### config.mk
export PLATFORM = sky130hd
export DESIGN_NAME = pipe_stage_reg_flat
export DESIGN_NICKNAME = d
export VERILOG_FILES = /design/src/rtl/pipe_stage_reg_if.sv /design/src/rtl/pipe_stage_reg.sv /design/src/flat_wrapper.sv
export SDC_FILE = /design/constraint.sdc
export NUM_CORES = 1
export LEC_CHECK = 0
export BUFFER_PORTS_ARGS = -buffer_cell sky130_fd_sc_hd__buf_2
export CORE_MARGIN = 2
export CORE_UTILIZATION = 30
export CTS_BUF_LIST = sky130_fd_sc_hd__clkbuf_4 sky130_fd_sc_hd__clkbuf_8 sky130_fd_sc_hd__clkbuf_16
export DETAILED_ROUTE_END_ITERATION = 16
export PLACE_DENSITY_LB_ADDON = 0.05
export SYNTH_ARGS = -nofsm -noshare
export SYNTH_HDL_FRONTEND = slang
export SYNTH_SLANG_ARGS = --single-unit
### constraint.sdc
create_clock -name clk -period 3.6 [get_ports clk]
set_input_delay 0 -clock clk [delete_from_list [all_inputs] [get_ports clk]]
set_output_delay 0 -clock clk [all_outputs]
set_load 0.05 [all_outputs]
### src/rtl/pipe_stage_reg_if.sv
`default_nettype none
// ============================================================================
// Module   : pipe_stage_reg_if
// Purpose  : Handshake bundle around one pipeline stage register.
//            Carries the upstream side (in_*) and the downstream side
//            (out_*) of the stage.
// Modports : slave  - the stage register itself
//            master - the environment around the stage (upstream producer
//                     plus downstream consumer)
// Ports    : in_valid/in_data/in_ready    upstream write handshake
//            out_valid/out_data/out_ready downstream read handshake
// Revision : 1.0 - initial release
// ============================================================================
interface pipe_stage_reg_if #(
  parameter int WIDTH = 32
) ();
  logic             in_valid;
  logic [WIDTH-1:0] in_data;
  logic             in_ready;
  logic             out_valid;
  logic [WIDTH-1:0] out_data;
  logic             out_ready;

  modport slave (
    input  in_valid, in_data, out_ready,
    output in_ready, out_valid, out_data
  );

  modport master (
    output in_valid, in_data, out_ready,
    input  in_ready, out_valid, out_data
  );
endinterface
`default_nettype wire

### src/rtl/pipe_stage_reg.sv
`default_nettype none
// ============================================================================
// Module   : pipe_stage_reg
// Purpose  : Flow-controlled pipeline stage register with optional 2-entry
//            skid buffer, stall-hold and flush-to-bubble. State updates on
//            the falling edge of clk, like the other pipeline registers.
// Ports    : clk          stage clock (falling-edge active)
//            reset        synchronous active-high reset
//            bus          handshake bundle (slave side)
//            stall_i      hold: blocks pop regardless of out_ready
//            flush_i      discard all contents
//            stall_out_o  stall_i delayed by one edge
//            occupancy_o  number of entries held (0..2)
// Revision : 1.0 - initial release
// ============================================================================
module pipe_stage_reg #(
  parameter int WIDTH = 32,
  parameter bit SKID  = 1'b1
) (
  input  wire logic           clk,
  input  wire logic           reset,
  pipe_stage_reg_if.slave     bus,
  input  wire logic           stall_i,
  input  wire logic           flush_i,
  output logic                stall_out_o,
  output logic [1:0]          occupancy_o
);

  // State encoding equals occupancy so the count falls straight out.
  typedef enum logic [1:0] {
    S_EMPTY = 2'd0,
    S_ONE   = 2'd1,
    S_FULL  = 2'd2
  } state_t;

  logic r_stall_q;

  always_ff @(negedge clk) begin
    if (reset) r_stall_q <= 1'b0;
    else       r_stall_q <= stall_i;
  end

  assign stall_out_o = r_stall_q;

  generate
    if (SKID) begin : g_skid
      state_t           r_state_q;
      logic [WIDTH-1:0] r_main_q;
      logic [WIDTH-1:0] r_skid_q;
      logic             r_in_ready_q;
      logic             w_push;
      logic             w_pop;

      assign w_push = bus.in_valid && r_in_ready_q;
      assign w_pop  = (r_state_q != S_EMPTY) && bus.out_ready && !stall_i;

      // in_ready is tracked as its own register so upstream sees a clean
      // flop output that never depends on out_ready.
      always_ff @(negedge clk) begin
        if (reset || flush_i) begin
          r_state_q    <= S_EMPTY;
          r_main_q     <= '0;
          r_skid_q     <= '0;
          r_in_ready_q <= 1'b1;
        end else begin
          case (r_state_q)
            S_EMPTY: begin
              if (w_push) begin
                r_state_q <= S_ONE;
                r_main_q  <= bus.in_data;
              end
            end
            S_ONE: begin
              if (w_push && w_pop) begin
                r_main_q <= bus.in_data;
              end else if (w_push) begin
                r_state_q    <= S_FULL;
                r_skid_q     <= bus.in_data;
                r_in_ready_q <= 1'b0;
              end else if (w_pop) begin
                r_state_q <= S_EMPTY;
                r_main_q  <= '0;
              end
            end
            S_FULL: begin
              // in_ready is low here, so only a pop can happen.
              if (w_pop) begin
                r_state_q    <= S_ONE;
                r_main_q     <= r_skid_q;
                r_skid_q     <= '0;
                r_in_ready_q <= 1'b1;
              end
            end
            default: begin
              r_state_q    <= S_EMPTY;
              r_main_q     <= '0;
              r_skid_q     <= '0;
              r_in_ready_q <= 1'b1;
            end
          endcase
        end
      end

      assign bus.in_ready  = r_in_ready_q;
      assign bus.out_valid = (r_state_q != S_EMPTY);
      assign bus.out_data  = r_main_q;
      assign occupancy_o   = r_state_q;
    end else begin : g_noskid
      logic             r_valid_q;
      logic [WIDTH-1:0] r_data_q;
      logic             w_in_ready;
      logic             w_push;
      logic             w_pop;

      // Combinational ready: space exists if empty or the head leaves now.
      assign w_in_ready = !r_valid_q || (bus.out_ready && !stall_i);
      assign w_push     = bus.in_valid && w_in_ready;
      assign w_pop      = r_valid_q && bus.out_ready && !stall_i;

      always_ff @(negedge clk) begin
        if (reset || flush_i) begin
          r_valid_q <= 1'b0;
          r_data_q  <= '0;
        end else if (w_push) begin
          r_valid_q <= 1'b1;
          r_data_q  <= bus.in_data;
        end else if (w_pop) begin
          r_valid_q <= 1'b0;
          r_data_q  <= '0;
        end
      end

      assign bus.in_ready  = w_in_ready;
      assign bus.out_valid = r_valid_q;
      assign bus.out_data  = r_data_q;
      assign occupancy_o   = {1'b0, r_valid_q};
    end
  endgenerate

endmodule
`default_nettype wire

### src/flat_wrapper.sv
// flat-port wrapper written by rule: the top's interface ports become plain ports
module pipe_stage_reg_flat 
#(
  parameter int WIDTH = 32,
  parameter bit SKID  = 1'b1
)
  (clk, reset, stall_i, flush_i, stall_out_o, occupancy_o, bus_in_valid, bus_in_data, bus_out_ready, bus_in_ready, bus_out_valid, bus_out_data);
  pipe_stage_reg_if #(.WIDTH(WIDTH)) bus_i ();
  input  wire logic clk;
  input  wire logic reset;
  input  wire logic stall_i;
  input  wire logic flush_i;
  output logic stall_out_o;
  output logic [1:0] occupancy_o;
  input wire logic [$bits(bus_i.in_valid)-1:0] bus_in_valid;
  input wire logic [$bits(bus_i.in_data)-1:0] bus_in_data;
  input wire logic [$bits(bus_i.out_ready)-1:0] bus_out_ready;
  output wire logic [$bits(bus_i.in_ready)-1:0] bus_in_ready;
  output wire logic [$bits(bus_i.out_valid)-1:0] bus_out_valid;
  output wire logic [$bits(bus_i.out_data)-1:0] bus_out_data;
  assign bus_i.in_valid = bus_in_valid;
  assign bus_i.in_data = bus_in_data;
  assign bus_i.out_ready = bus_out_ready;
  assign bus_in_ready = bus_i.in_ready;
  assign bus_out_valid = bus_i.out_valid;
  assign bus_out_data = bus_i.out_data;
  pipe_stage_reg #(.WIDTH(WIDTH), .SKID(SKID)) u_core (.clk(clk), .reset(reset), .bus(bus_i), .stall_i(stall_i), .flush_i(flush_i), .stall_out_o(stall_out_o), .occupancy_o(occupancy_o));
endmodule
# Word-level counts from Yosys, hierarchy flattened
# Cells that the tools add are included.
# Widths: inputs -> output; s select.
[op_classes] eq_ne=9 n_mux=18 bitwise_logic=1 n_reduce_logical=11
[ops] operator="$mux 32" n=6
[ops] operator="$pmux 32 s3" n=2
[ops] operator="$reduce_and 4->1" n=3
[ops] operator="$mux 2" n=5
[ops] operator="$ne 2x1->1 const B" n=3
[ops] operator="$ne 3x1->1 const B" n=2
[ops] operator="$pmux 2 s3" n=1
[ops] operator="$logic_and 1x1->1" n=4
[ops] operator="$mux 1" n=3
[ops] operator="$ne 3x3->1 const B" n=1
[ops] operator="$pmux 1 s3" n=1
[ops] operator="$eq 2x1->1 const B" n=1
[ops] operator="$eq 2x2->1 const B" n=1
[ops] operator="$logic_not 2->1" n=1
[ops] operator="$ne 2x2->1 const B" n=1
[ops] operator="$reduce_bool 2->1" n=1
[ops] operator="$logic_not 1->1" n=1
[ops] operator="$logic_or 1x1->1" n=1
[ops] operator="$not 1->1" n=1
[totals] reg_bits=68 output_inout_bits=37

# Depth between registers and ports, before layout
[depth] depth_word=7 depth_mapped=7 depth_no_buf=4

==> parameters.txt <==
Parameter                              Value

Die
  Num ports    between 70 and 80
  Die boundary height    ~100 um
  Floorplan die area    about 10000 um2
  Overall die width    slightly above 100 um
  Placeable core area    9150 um2
  Effective utilization at floorplan    30.6%
  Number of core rows    35

Yosys
  Dominant cell by count in the synthesized netlist    dfxtp_1
  Dominant register cell in the synthesized netlist    dfxtp_1
  Async S/R FF share, synth    0%
  Ys Warns    0
  Number of synthesized flops with an enable pin    0
  Commonest cells in the netlist    68 x dfxtp_1, 67 x nand2_1, 33 x mux2i_1
  Number of synthesized register bits    a little under 70
  Sequential fraction of the synthesis area    roughly half
  Mean instance size in the synthesized netlist    9.97 um2
  Yosys top cell area share    between 40% and 50%
  Unique cell type count in the Yosys netlist    28
  Netlist area before placement    2800 um2
  Number of instances in the synthesized netlist    between 200 and 300
  Top cells by area, synth    dfxtp_1 49%, mux2i_1 12%, o2bb2ai_1 9.1%, nand2_1 9.0%, a22oi_1 8.6%
  Cell type contributing the most total cell area after synthesis    dfxtp_1
  Net count after synthesis    about 320

Global routing
  GR Layer Usage met3    6.93%
  GRT met2 Usage    22.6%
  Total routing resource utilization after global routing    between 15 and 20%
  Global routing usage on met1    21.2%
  Number of antenna violations at the first check in global routing    0
  Wire length of the first global-routing pass    13100 um
  Maximum number of pins on one net before global-route repair    35
  Global route hottest layer    met2
  Leftover overflow at the end of global routing    0
  Via count of the first global-routing pass    2768

Clock tree
  Number of buffers created by CTS    9
  CTS tree    yes
  CTS Root Cell    clkbuf_8
  Buffers inserted by post-CTS timing repair    0
  Cts repair resizes    0
  Clk sinks    68
  Post-CTS clock slew at the launch and capture registers of the worst setup and hold paths    0.04 ns
  Number of hold buffers added after cts    0
  Worst skew pair latency    about 0.4 ns
  Maximum buffer depth of the clock tree    2
  H-tree levels    3

Drt
  Detail-routed net length per standard cell    between 10 and 15 um
  Detailed-route wire length    just under 8000 um
  Antenna-violating nets left    0
  Number of search-and-repair iterations in the first detailed-routing pass    5
  DR vias/cell    4.78
  Count of vias placed by the detailed router    2564
  1st-iter DRT viols    70
  DRC    0

Power
  Final Power    approximately 1.8 mW
  Peak ir drop on the vdd network    208 uV
  Leakage power figure    roughly 1.7 nW
  Pwr Density    490 nW/um2

Timing
  Measured slew at the worst slew-check pin    roughly 0.48 ns
  Sum Neg Setup Slack    0 ns
  Worst slew slack as a fraction of its limit    between 60% and 70%
  Final count of pins violating max slew    0
  Unrepaired setup endpoints after global routing    false
  Fin. Hold Viols    0
  Setup violators final    0
  Final worst clock skew    approximately 0.017 ns

Placed design
  Gp weighted congestion    a little under 0.7
  # port buffers    74
  Cell area reported after detailed placement    approximately 3300 um2
  Number of placed cells counting well taps    452
  DP HPWL    4540 um

Critical path
  Kind of start point of the critical path    flop
  CP max FO    12
  Setup slack of the most critical reg-to-reg path    ~1.8 ns
  Source of the critical timing path    u_core.occupancy_o[0]
  Depth of the most critical reg-to-reg path    5
  Arrival time reported for the critical path endpoint    ~3.2 ns
  FF-to-FF End    u_core.bus.out_data[13]
  CP endpoint kind    primary output
  Crit Path Category    flop to primary output
  Worst path required time    roughly 3.6 ns
  Worst R2R Start    u_core.occupancy_o[1]

Final layout
  Layout overhead on the synthesized area    32.8%
  Final non-filler cell area    3720 um2
  Post-route non-filler standard cell count    between 500 and 600
  Proportion of layout cells with a drive suffix above 1    25.7%
  Final Net Count    457
  Utilization after layout    about two fifths

Min path
  WHS Path Cells    1
  Hold EP    u_core.bus.out_data[14]
  Startpoint of the most critical hold path    u_core.bus.out_data[14]
  Kind of path behind the tightest hold check    flop to flop

Outcome
  Outcome    complete, no violations

Flow run
  MaxCap Viol Count    0
==> layout make-up <==
type	count	area, um2
timing repair buffer	84	470
multi-input combinational	187	1320
fill	976	5440
sequential	68	1360
antenna	1	2.50
inverter	1	3.75
tap	111	139
clock inverter	75	294
clock buffer	9	124
==> through the flow <==
stage	hold WS (ns)	setup slack [ns]
5_1_grt	0.468	0.301
3_5_place_dp	0.445	0.397
6_report	0.449	0.365
3_3_place_gp	0.442	0.437
4_1_cts	0.454	0.350
2_1_floorplan	0.434	0.485
==> cell families after synthesis <==
logic type / after synthesis / synth area share (%)
mux: 33 / 11.8
flops: 68 / 48.6
buf+inv: 26 / 5.18
simple gates: 83 / 12.7
compound gates: 71 / 21.7
==> per-layer routing <==
layer	wire length (um)	up-vias	part of all wire (%)
met5	0	-	0
met1	3870	1196	49
li1	-	1293	-
met4	90	0	1.1
met3	370	7	4.7
met2	3560	68	45
==> worst max-delay path, stage by stage (launching register included) <==
cell and delay, ns:
dfxtp_1 0.61, or2_2 0.19, buf_2 0.25
==> registers in the layout, indices dropped and copies added (netlist names) <==
signal	count
u_core.bus.out_data	32
u_core.occupancy_o	2
u_core.bus.in_ready	1
u_core.stall_out_o	1
u_core.g_skid.r_skid_q	32
==> power breakdown <==
group / switching, mW / total, mW / internal, mW
Clock: 0.499 / 0.843 / 0.344
Sequential: 0.00988 / 0.784 / 0.774
Combinational: 0.131 / 0.196 / 0.0653
==> placed cells by master, fill, tap and decap left out, types with 2 or more instances in the layout <==
cell type   instances
buf_4               8
dfxtp_1            68
and3b_1             2
mux2i_1            33
buf_12              2
or2_2               2
o2bb2ai_1          29
nand2b_1            2
o2bb2ai_2           3
clkinvlp_2          2
clkbuf_8            9
nand2_1            67
inv_4               2
nor2b_1             2
nor2_4              4
buf_2              74
a22oi_1            32
inv_1              71
==> worst max path at each step <==
stage                                    endpoint
final                               bus_out_valid
after global routing                bus_out_valid
after CTS                           bus_out_valid
after detailed placement  u_core.bus.out_data[30]
after global placement    u_core.bus.out_data[28]
after floorplan                     bus_out_valid
(Power assumes the default switching activity.)
